**src/rtl/neonfox_mem_pkg.sv**
```systemverilog
// Shared types for the NeonFox memory subsystem: arbiter states, port ids,
// and the small port-indexing helpers used by the arbiter.
package neonfox_mem_pkg;

    typedef enum logic [1:0] {ARB_IDLE, ARB_BUSY, ARB_GAP} arb_state_t;
    typedef enum logic [1:0] {PORT_P1, PORT_P2, PORT_P3} mem_port_t;

    localparam logic [1:0] BURST_LAST = 2'd3;

    // Successor in the p1 -> p2 -> p3 -> p1 ring.
    function automatic mem_port_t next_port(input mem_port_t p);
        case (p)
            PORT_P1: return PORT_P2;
            PORT_P2: return PORT_P3;
            default: return PORT_P1;
        endcase
    endfunction

    function automatic logic port_req(input logic [2:0] r, input mem_port_t p);
        case (p)
            PORT_P1: return r[0];
            PORT_P2: return r[1];
            default: return r[2];
        endcase
    endfunction

endpackage

```
**src/rtl/rr_pick3.sv**
```systemverilog
// Combinational three-way round-robin selector; search begins at the port
// following the previous winner.
module rr_pick3
    import neonfox_mem_pkg::*;
(
    input  logic [2:0] req,
    input  mem_port_t  last,
    output mem_port_t  grant,
    output logic       valid
);

    mem_port_t w_first;
    mem_port_t w_second;

    always_comb begin
        w_first  = next_port(last);
        w_second = next_port(w_first);
        valid    = |req;
        grant    = PORT_P1;
        if (port_req(req, w_first)) begin
            grant = w_first;
        end else if (port_req(req, w_second)) begin
            grant = w_second;
        end else if (port_req(req, last)) begin
            grant = last;
        end
    end

endmodule

```
**src/rtl/sdram_port_arbiter.sv**
```systemverilog
// Three-port burst arbiter in front of the single-channel SDRAM controller:
// grants p1/p2/p3 round-robin and steers per-word strobes back to the winner.
module sdram_port_arbiter
    import neonfox_mem_pkg::*;
#(
    parameter int unsigned            ADDR_W  = 24,
    parameter logic [ADDR_W-1:0]      P3_BASE = ADDR_W'(24'hFE0000)
) (
    input  logic              clk,
    input  logic              rst,
    input  logic              p1_req,
    input  logic [31:0]       p1_address,
    output logic              p1_ready,
    output logic [1:0]        p1_offset,
    input  logic              p2_req,
    input  logic              p2_wren,
    input  logic [31:0]       p2_address,
    input  logic [15:0]       p2_to_mem,
    output logic              p2_ready,
    output logic [1:0]        p2_offset,
    input  logic              p3_req,
    input  logic              p3_wren,
    input  logic [16:0]       p3_address,
    input  logic [15:0]       p3_to_mem,
    output logic              p3_ready,
    output logic [1:0]        p3_offset,
    output logic [15:0]       from_mem,
    output logic              mem_req,
    output logic              mem_wren,
    output logic [ADDR_W-1:0] mem_address,
    output logic [15:0]       to_mem,
    input  logic              mem_ready,
    input  logic [1:0]        mem_offset,
    input  logic [15:0]       mem_rdata,
    output logic              proto_err
);

    arb_state_t          r_state;
    arb_state_t          w_state_nxt;
    mem_port_t           r_grant;
    mem_port_t           r_last_grant;
    logic                r_mem_wren;
    logic [ADDR_W-1:0]   r_mem_address;
    logic                r_proto_err;

    mem_port_t           w_pick;
    logic                w_pick_valid;
    logic                w_load;
    logic                w_busy;
    logic                w_burst_done;
    logic                w_granted_req;
    logic                w_sel_wren;
    logic [ADDR_W-1:0]   w_sel_addr;
    logic [ADDR_W-1:0]   w_p3_sum;
    logic                w_proto_err;
    logic                w_unused;

    rr_pick3 u_pick (
        .req   ({p3_req, p2_req, p1_req}),
        .last  (r_last_grant),
        .grant (w_pick),
        .valid (w_pick_valid)
    );

    assign w_busy       = (r_state == ARB_BUSY);
    assign w_burst_done = w_busy && mem_ready && (mem_offset == BURST_LAST);
    assign w_load       = (r_state == ARB_IDLE) && w_pick_valid;
    assign w_p3_sum     = P3_BASE + ADDR_W'(p3_address);

    // Low address bits are always discarded by the burst alignment.
    assign w_unused = &{1'b0, p1_address, p2_address, p3_address};

    always_comb begin
        w_sel_wren = 1'b0;
        w_sel_addr = '0;
        case (w_pick)
            PORT_P1: w_sel_addr = {p1_address[ADDR_W-1:2], 2'b00};
            PORT_P2: begin
                w_sel_wren = p2_wren;
                w_sel_addr = {p2_address[ADDR_W-1:2], 2'b00};
            end
            default: begin
                w_sel_wren = p3_wren;
                w_sel_addr = {w_p3_sum[ADDR_W-1:2], 2'b00};
            end
        endcase
    end

    always_comb begin
        w_state_nxt = r_state;
        case (r_state)
            ARB_IDLE: if (w_pick_valid) w_state_nxt = ARB_BUSY;
            ARB_BUSY: if (w_burst_done) w_state_nxt = ARB_GAP;
            ARB_GAP:  w_state_nxt = ARB_IDLE;
            default:  w_state_nxt = ARB_IDLE;
        endcase
    end

    always_comb begin
        case (r_grant)
            PORT_P1: w_granted_req = p1_req;
            PORT_P2: w_granted_req = p2_req;
            default: w_granted_req = p3_req;
        endcase
        w_proto_err = (mem_ready && !w_busy) || (w_busy && !w_granted_req);
    end

    always_ff @(posedge clk or posedge rst) begin
        if (rst) begin
            r_state       <= ARB_IDLE;
            r_grant       <= PORT_P1;
            r_last_grant  <= PORT_P3;
            r_mem_wren    <= 1'b0;
            r_mem_address <= '0;
            r_proto_err   <= 1'b0;
        end else begin
            r_state     <= w_state_nxt;
            r_proto_err <= w_proto_err;
            if (w_load) begin
                r_grant       <= w_pick;
                r_mem_wren    <= w_sel_wren;
                r_mem_address <= w_sel_addr;
            end
            if (w_burst_done) begin
                r_last_grant <= r_grant;
            end
        end
    end

    always_comb begin
        mem_req     = w_busy;
        mem_wren    = r_mem_wren;
        mem_address = r_mem_address;
        proto_err   = r_proto_err;
        p1_ready    = mem_ready && w_busy && (r_grant == PORT_P1);
        p2_ready    = mem_ready && w_busy && (r_grant == PORT_P2);
        p3_ready    = mem_ready && w_busy && (r_grant == PORT_P3);
        p1_offset   = mem_offset;
        p2_offset   = mem_offset;
        p3_offset   = mem_offset;
        from_mem    = mem_rdata;
        to_mem      = '0;
        if (w_busy) begin
            case (r_grant)
                PORT_P2: to_mem = p2_to_mem;
                PORT_P3: to_mem = p3_to_mem;
                default: to_mem = '0;
            endcase
        end
    end

endmodule

```
**config.mk**
```make
export PLATFORM = sky130hd
export DESIGN_NAME = sdram_port_arbiter
export DESIGN_NICKNAME = d
export VERILOG_FILES = /design/src/rtl/neonfox_mem_pkg.sv /design/src/rtl/rr_pick3.sv /design/src/rtl/sdram_port_arbiter.sv
export SDC_FILE = /design/constraint.sdc
export NUM_CORES = 1
export LEC_CHECK = 0
export ABC_AREA = 0
export CAP_MARGIN = 15
export CELL_PAD_IN_SITES_DETAIL_PLACEMENT = 1
export CELL_PAD_IN_SITES_GLOBAL_PLACEMENT = 1
export CORE_MARGIN = 10
export CORE_UTILIZATION = 20
export CTS_CLUSTER_DIAMETER = 50
export DETAILED_ROUTE_END_ITERATION = 10
export HOLD_SLACK_MARGIN = 0.15
export PLACE_DENSITY_LB_ADDON = 0.1
export SYNTH_ARGS = -nofsm -noshare
export SYNTH_HDL_FRONTEND = slang
export SYNTH_SLANG_ARGS = --single-unit
```
**constraint.sdc**
```tcl
create_clock -name clk -period 4.6 [get_ports clk]
set_clock_uncertainty 0.2 [all_clocks]
set_input_delay 0.46 -clock clk [delete_from_list [all_inputs] [get_ports clk]]
set_output_delay 0.46 -clock clk [all_outputs]
set_load 0.005 [all_outputs]
```
==> results.cfg, run 1 <==
[worst_setup_path]
crit_fanout = 16
r2r-start = r_grant[1]
path_class = reg2out
critPathTopFamily = simple AND/OR/NAND/NOR gates
max_stage_delay_ns = 0.54
arrival_ns = 2.34
slowest_stage = clkdlybuf4s50_1
critPathRequiredTime_ns = 3.94
cp-startpoint = r_state[1]
cp-start-kind = flip-flop
crit_chain = nor2b_1, nand2_1, nor2_1, clkdlybuf4s50_1
critPathCaptureType = output pin
path_buf_inv = 1

[clock_tree]
clk_pin_slew_ns = 0.07
root_buffer = clkbuf_8
cts-htree-levels = 2
cts_hold_buf = 0
clockBufferDepth = 2
clk_latency_ns = 0.28
numClockSinks = 30
cts_tree = done
cts_buffers = 5
cts_resized = 0
post_cts_buffers = 0

[die]
initial_core_util_pct = 20.3
rows = 36
die_height_um = 119
design.die.area_um2 = 14200
io_pins = 207
die_x_um = 119
fp.coreArea_um2 = 9680

[yosys]
synth_seq_cells = 30
netlist_top_cells_area = dfrtp_1, a22oi_1, buf_4
synth.largest_area_cell = dfrtp_1
yosysWarnings = 0
synth_cell_type_count = 33
synth_edf_count = 0
ys_async_sr_fraction_pct = 100
seq_area_frac_synth_pct = 38.3
synthFlopType = dfrtp_1
synth_cells = 230
netlist_area_um2 = 1960
yosys.area.top_type_share_pct = 37.0
avgSynthCellArea_um2 = 8.54

[sta]
setup_viol = 0
worst_pin_slew_ns = 1.12
layout_min_cycle_time_ns = 3.00
slew_headroom_pct = 25.1
post-route-period-util_pct = 65.2
fmax_ghz = 0.333
tns_ns = 0
slew_viol_final = 0
hold_viol_final = 0
rsz0062_at_grt = no

[layout]
layout-drive-gt1-share_pct = 5.13
diodes = 0
area_growth_syn_to_layout_pct = 77.8
fin_cells = 484
nets = 492
final_core_util_pct = 36.0

[hold_path]
min_path_type = reg2reg
worstHoldStart = mem_address[20]

[place]
dp_hpwl_um = 6960
place_inst = 476
io_buffers = 150
place.gp.congestion = 0.700

[routing]
first_iter_violations = 50
drc = 0
antenna_left = 0
wl_per_cell_um = 18.4
vias = 2137
drt_pre_antenna_iters = 4
viasPerCell = 4.42
wl_um = 8920

[power]
vdd_drop_max_mv = 0.150
pwr_density_cell_nw_per_um2 = 518
p_leak_nw = 1.35

[flow_run]
drv_cap = 0

[grt]
grt_overflow = 0
grtUsageTotal_pct = 12.2
grt_max_degree = 32
grt_pass1_wl_um = 13800
antenna_found_initial = 0
grt_pass1_vias = 2361

[status]
outcome = finished, final reports clean
## path summary, 6_finish.rpt
kind	depth (start not counted)	endpoint	slack, ns
worst max-delay path	4	to_mem[3]	1.60
worst min-delay path	2	mem_address[20]	0.29
worst max register to register	5	proto_err	2.59
worst min register to register	2	mem_address[20]	0.29
max in group asynchronous	3	r_last_grant[1]	3.49
min in group asynchronous	3	mem_address[20]	0.36
## where the power goes
part / internal [mW] / switching, mW
sequential: 0.397 / 0.0789
clock: 0.177 / 0.106
combinational: 0.557 / 0.491
total: 1.13 / 0.676
## metal layers
layer  vias up  GRT usage, %  wire length [um]
met1      1013          14.5              3760
met4         0          2.82                63
met3         5          5.67               748
li1       1034             -                 -
met5         -             0                 0
met2        85          19.5              4350
## cells in the mapped netlist, drive strengths merged, types with 2 or more instances
library cell	instances
mux2	3
nor3	2
a21oi	32
nor2	35
dfrtp	29
inv	5
nor2b	3
and3	3
ha	3
clkbuf	7
o22ai	7
o21ai	11
buf	34
a22oi	32
nand2	10
## sequential cells by signal, indices dropped and copies added, names as in the netlist
register and cells:
mem_wren 1, proto_err 1, r_grant 2, mem_address 22
r_last_grant 2, r_state 2
## stage by stage
step,area (um^2),setup WS [ns],hold slack (ns),total power [mW]
CTS,3490,1.51,0.294,1.85
detailed placement,3370,1.58,0.280,1.56
global route,3490,1.33,0.338,1.98
global placement,3370,1.65,0.263,1.55
floorplan,1970,2.59,0.270,0.997
finish,3490,1.60,0.287,1.81
## area by class of cell
type / instances / area (um^2)
tap: 133 / 166
timing repair buffer: 153 / 1520
clock inverter: 1 / 30.0
inverter: 5 / 18.8
clock buffer: 7 / 86.3
fill: 1128 / 6190
multi-input combinational: 155 / 912
sequential: 30 / 752
## cell usage in the layout, fill, tap and decap left out, types with 2 or more instances in the layout
cell type	synthesis	layout
clkdlybuf4s50_1	0	150
nor2_1	35	35
a21oi_1	32	32
a22oi_1	32	32
dfrtp_1	29	29
nand2_1	10	10
o21ai_0	7	7
o22ai_1	7	7
clkbuf_8	0	6
inv_1	4	4
o21ai_1	4	4
nor2b_1	3	3
mux2_2	3	3
and3_1	3	3
ha_1	3	3
buf_4	27	3
conb_1	1	2
## worst min-delay path, cell delays in order (launching register included)
cell and delay [ns]:
dfrtp_1 0.34, nand2_1 0.05, o21ai_1 0.06
## kinds of logic (layout without fill, tap and decap cells)
group                    count (synthesis)  after routing  share of synthesized area (%)
AO/OA/AOI/OAI                           89             89                           29.3
AND/OR/NAND/NOR                         58             58                           12.9
buffers and inverters                   46            166                           15.7
flip-flops                              30             30                           38.3
adder cells (fa/ha/maj)                  3              3                           1.91
multiplexers                             3              3                           1.72
other                                    1              2                          0.191
(Power assumes the default switching activity.)
==> run 2: changes to the inputs <==
--- a/config.mk
+++ b/config.mk
@@ -10,7 +10,7 @@
 export CELL_PAD_IN_SITES_DETAIL_PLACEMENT = 1
 export CELL_PAD_IN_SITES_GLOBAL_PLACEMENT = 1
 export CORE_MARGIN = 10
-export CORE_UTILIZATION = 20
+export CORE_UTILIZATION = 17
 export CTS_CLUSTER_DIAMETER = 50
 export DETAILED_ROUTE_END_ITERATION = 10
 export HOLD_SLACK_MARGIN = 0.15
==> constraint.sdc (replaced) <==
create_clock -name clk -period 2.7 [get_ports clk]
set_clock_uncertainty 0.2 [all_clocks]
set_input_delay 0.27 -clock clk [delete_from_list [all_inputs] [get_ports clk]]
set_output_delay 0.27 -clock clk [all_outputs]
set_load 0.005 [all_outputs]
==> results.cfg, run 2 (same netlist as run 1, synthesis figures left out) <==
[status]
outcome = finished, final reports clean

[routing]
first_iter_violations = 60
viasPerCell = 4.34
drt_pre_antenna_iters = 4
antenna_left = 0
drc = 0
wl_um = 9020
vias = 2157
wl_per_cell_um = 18.2

[hold_path]
min_path_type = in2async

[power]
pwr-share-clk_pct = 17.6
power.switching_mw = 1.20
p_comb_share_pct = 57.1
seq_power_share_pct = 25.3
p_sw_share_pct = 37.1
p_leak_nw = 1.39
pwr_density_cell_nw_per_um2 = 904
power.internal_mw = 2.03
vdd_drop_max_mv = 0.389

[place]
place_inst = 489
io_buffers = 150
place.gp.congestion = 0.700
dp_hpwl_um = 7080

[die]
fp.coreArea_um2 = 11400
die_x_um = 127
design.die.area_um2 = 16200
io_pins = 207
die_height_um = 127
initial_core_util_pct = 17.3
rows = 39

[layout]
final_common_cell = clkdlybuf4s50_1
multiInputGateArea_um2 = 917
nets = 495
seq_area_um2 = 752
diodes = 0
area_growth_syn_to_layout_pct = 82.2
fin_cells = 497
layout-drive-gt1-share_pct = 6.78
largest_register_ffs = 22
layout_common_cells = clkdlybuf4s50_1, nor2_1, a21oi_1, a22oi_1, dfrtp_1
fillers = 1317

[flow_run]
drv_cap = 0

[worst_setup_path]
critPathCaptureType = output pin
crit_end = to_mem[12]
cp-start-kind = flip-flop
arrival_ns = 2.04
reg2reg_depth = 5
r2r_slack_ns = 0.88
critPathRequiredTime_ns = 2.23
crit_fanout = 19
r2r-end = proto_err
r2r-start = r_grant[1]
path_class = reg2out
cp-startpoint = r_grant[1]

[clock_tree]
clk_pin_slew_ns = 0.06
numClockSinks = 30
root_buffer = clkbuf_16
clockBufferDepth = 2
cts_tree = done
cts-htree-levels = 2
cts_buffers = 5
clk_latency_ns = 0.27
post_cts_buffers = 0

[sta]
worst_pin_slew_ns = 0.831
tns_ns = 0
post-route-period-util_pct = 93.0
setup_viol = 0
rsz0062_at_grt = no
layout_min_cycle_time_ns = 2.51
slew_headroom_pct = 44.6
hold_viol_final = 0
fmax_ghz = 0.398
slew_viol_final = 0

[grt]
grt_max_degree = 32
grt_overflow = 0
antenna_found_initial = 0
grtUsageTotal_pct = 10.7
grt_pass1_vias = 2440
grt_pass1_wl_um = 14000
## run 2: final cells by class
cell class | count | share of cell area [%]
inverter | 5 | 0.525
timing repair buffer | 156 | 43.6
multi-input combinational | 155 | 25.6
tap | 143 | 5.00
clock inverter | 2 | 0.350
clock buffer | 6 | 3.88
sequential | 30 | 21.0
## run 2: critical path, stage by stage (launching register included)
cell and delay, ns:
dfrtp_1 0.40, inv_1 0.11, ha_2 0.45, a22oi_1 0.12, nor2_1 0.13, clkdlybuf4s50_1 0.55
## run 2: power groups by stage
stage,logic [mW],clock network [mW],registers (mW)
2_1_floorplan,0.882,0,0.817
3_5_place_dp,1.90,0,0.822
4_1_cts,1.91,0.588,0.820
5_1_grt,2.09,0.609,0.854
3_3_place_gp,1.89,0,0.814
6_report,1.85,0.569,0.817
## run 2: what timing repair did
action / 4_1_cts / 5_1_grt
setup endpoints to repair: 17 / 0
hold buffers: 0 / 0
hold endpoints to repair: 0 / 0
resized for setup: 2 / 0
## run 2: how the worst min path moves through the flow
stage	slack, ns	start	to
2_1_floorplan	0.16	rst	mem_address[10]
3_5_place_dp	0.28	mem_address[21]	mem_address[21]
6_report	0.19	rst	mem_address[3]
5_1_grt	0.24	rst	mem_address[3]
4_1_cts	0.22	rst	mem_address[18]
3_3_place_gp	0.26	mem_address[21]	mem_address[21]
## run 2: routing by layer
metal	part of all wire, %	vias up	track usage [%]
met2	48	99	17.7
met4	0.50	0	2.55
met3	9.6	2	4.34
li1	-	1039	-
met1	42	1017	12.6
met5	0	-	0
## run 2: metrics by stage
stage / instance area (um^2) / utilization, % / setup slack, ns / total power, mW / hold slack, ns
after floorplan: 1970 / - / 0.883 / 1.70 / 0.160
after global placement: 3420 / 30.1 / 0.216 / 2.70 / 0.264
after detailed placement: 3420 / 30.1 / 0.159 / 2.72 / 0.278
after CTS: 3580 / 31.5 / 0.151 / 3.32 / 0.215
after global routing: 3580 / 31.5 / 0.0634 / 3.55 / 0.237
final: 3580 / 31.5 / 0.189 / 3.23 / 0.192
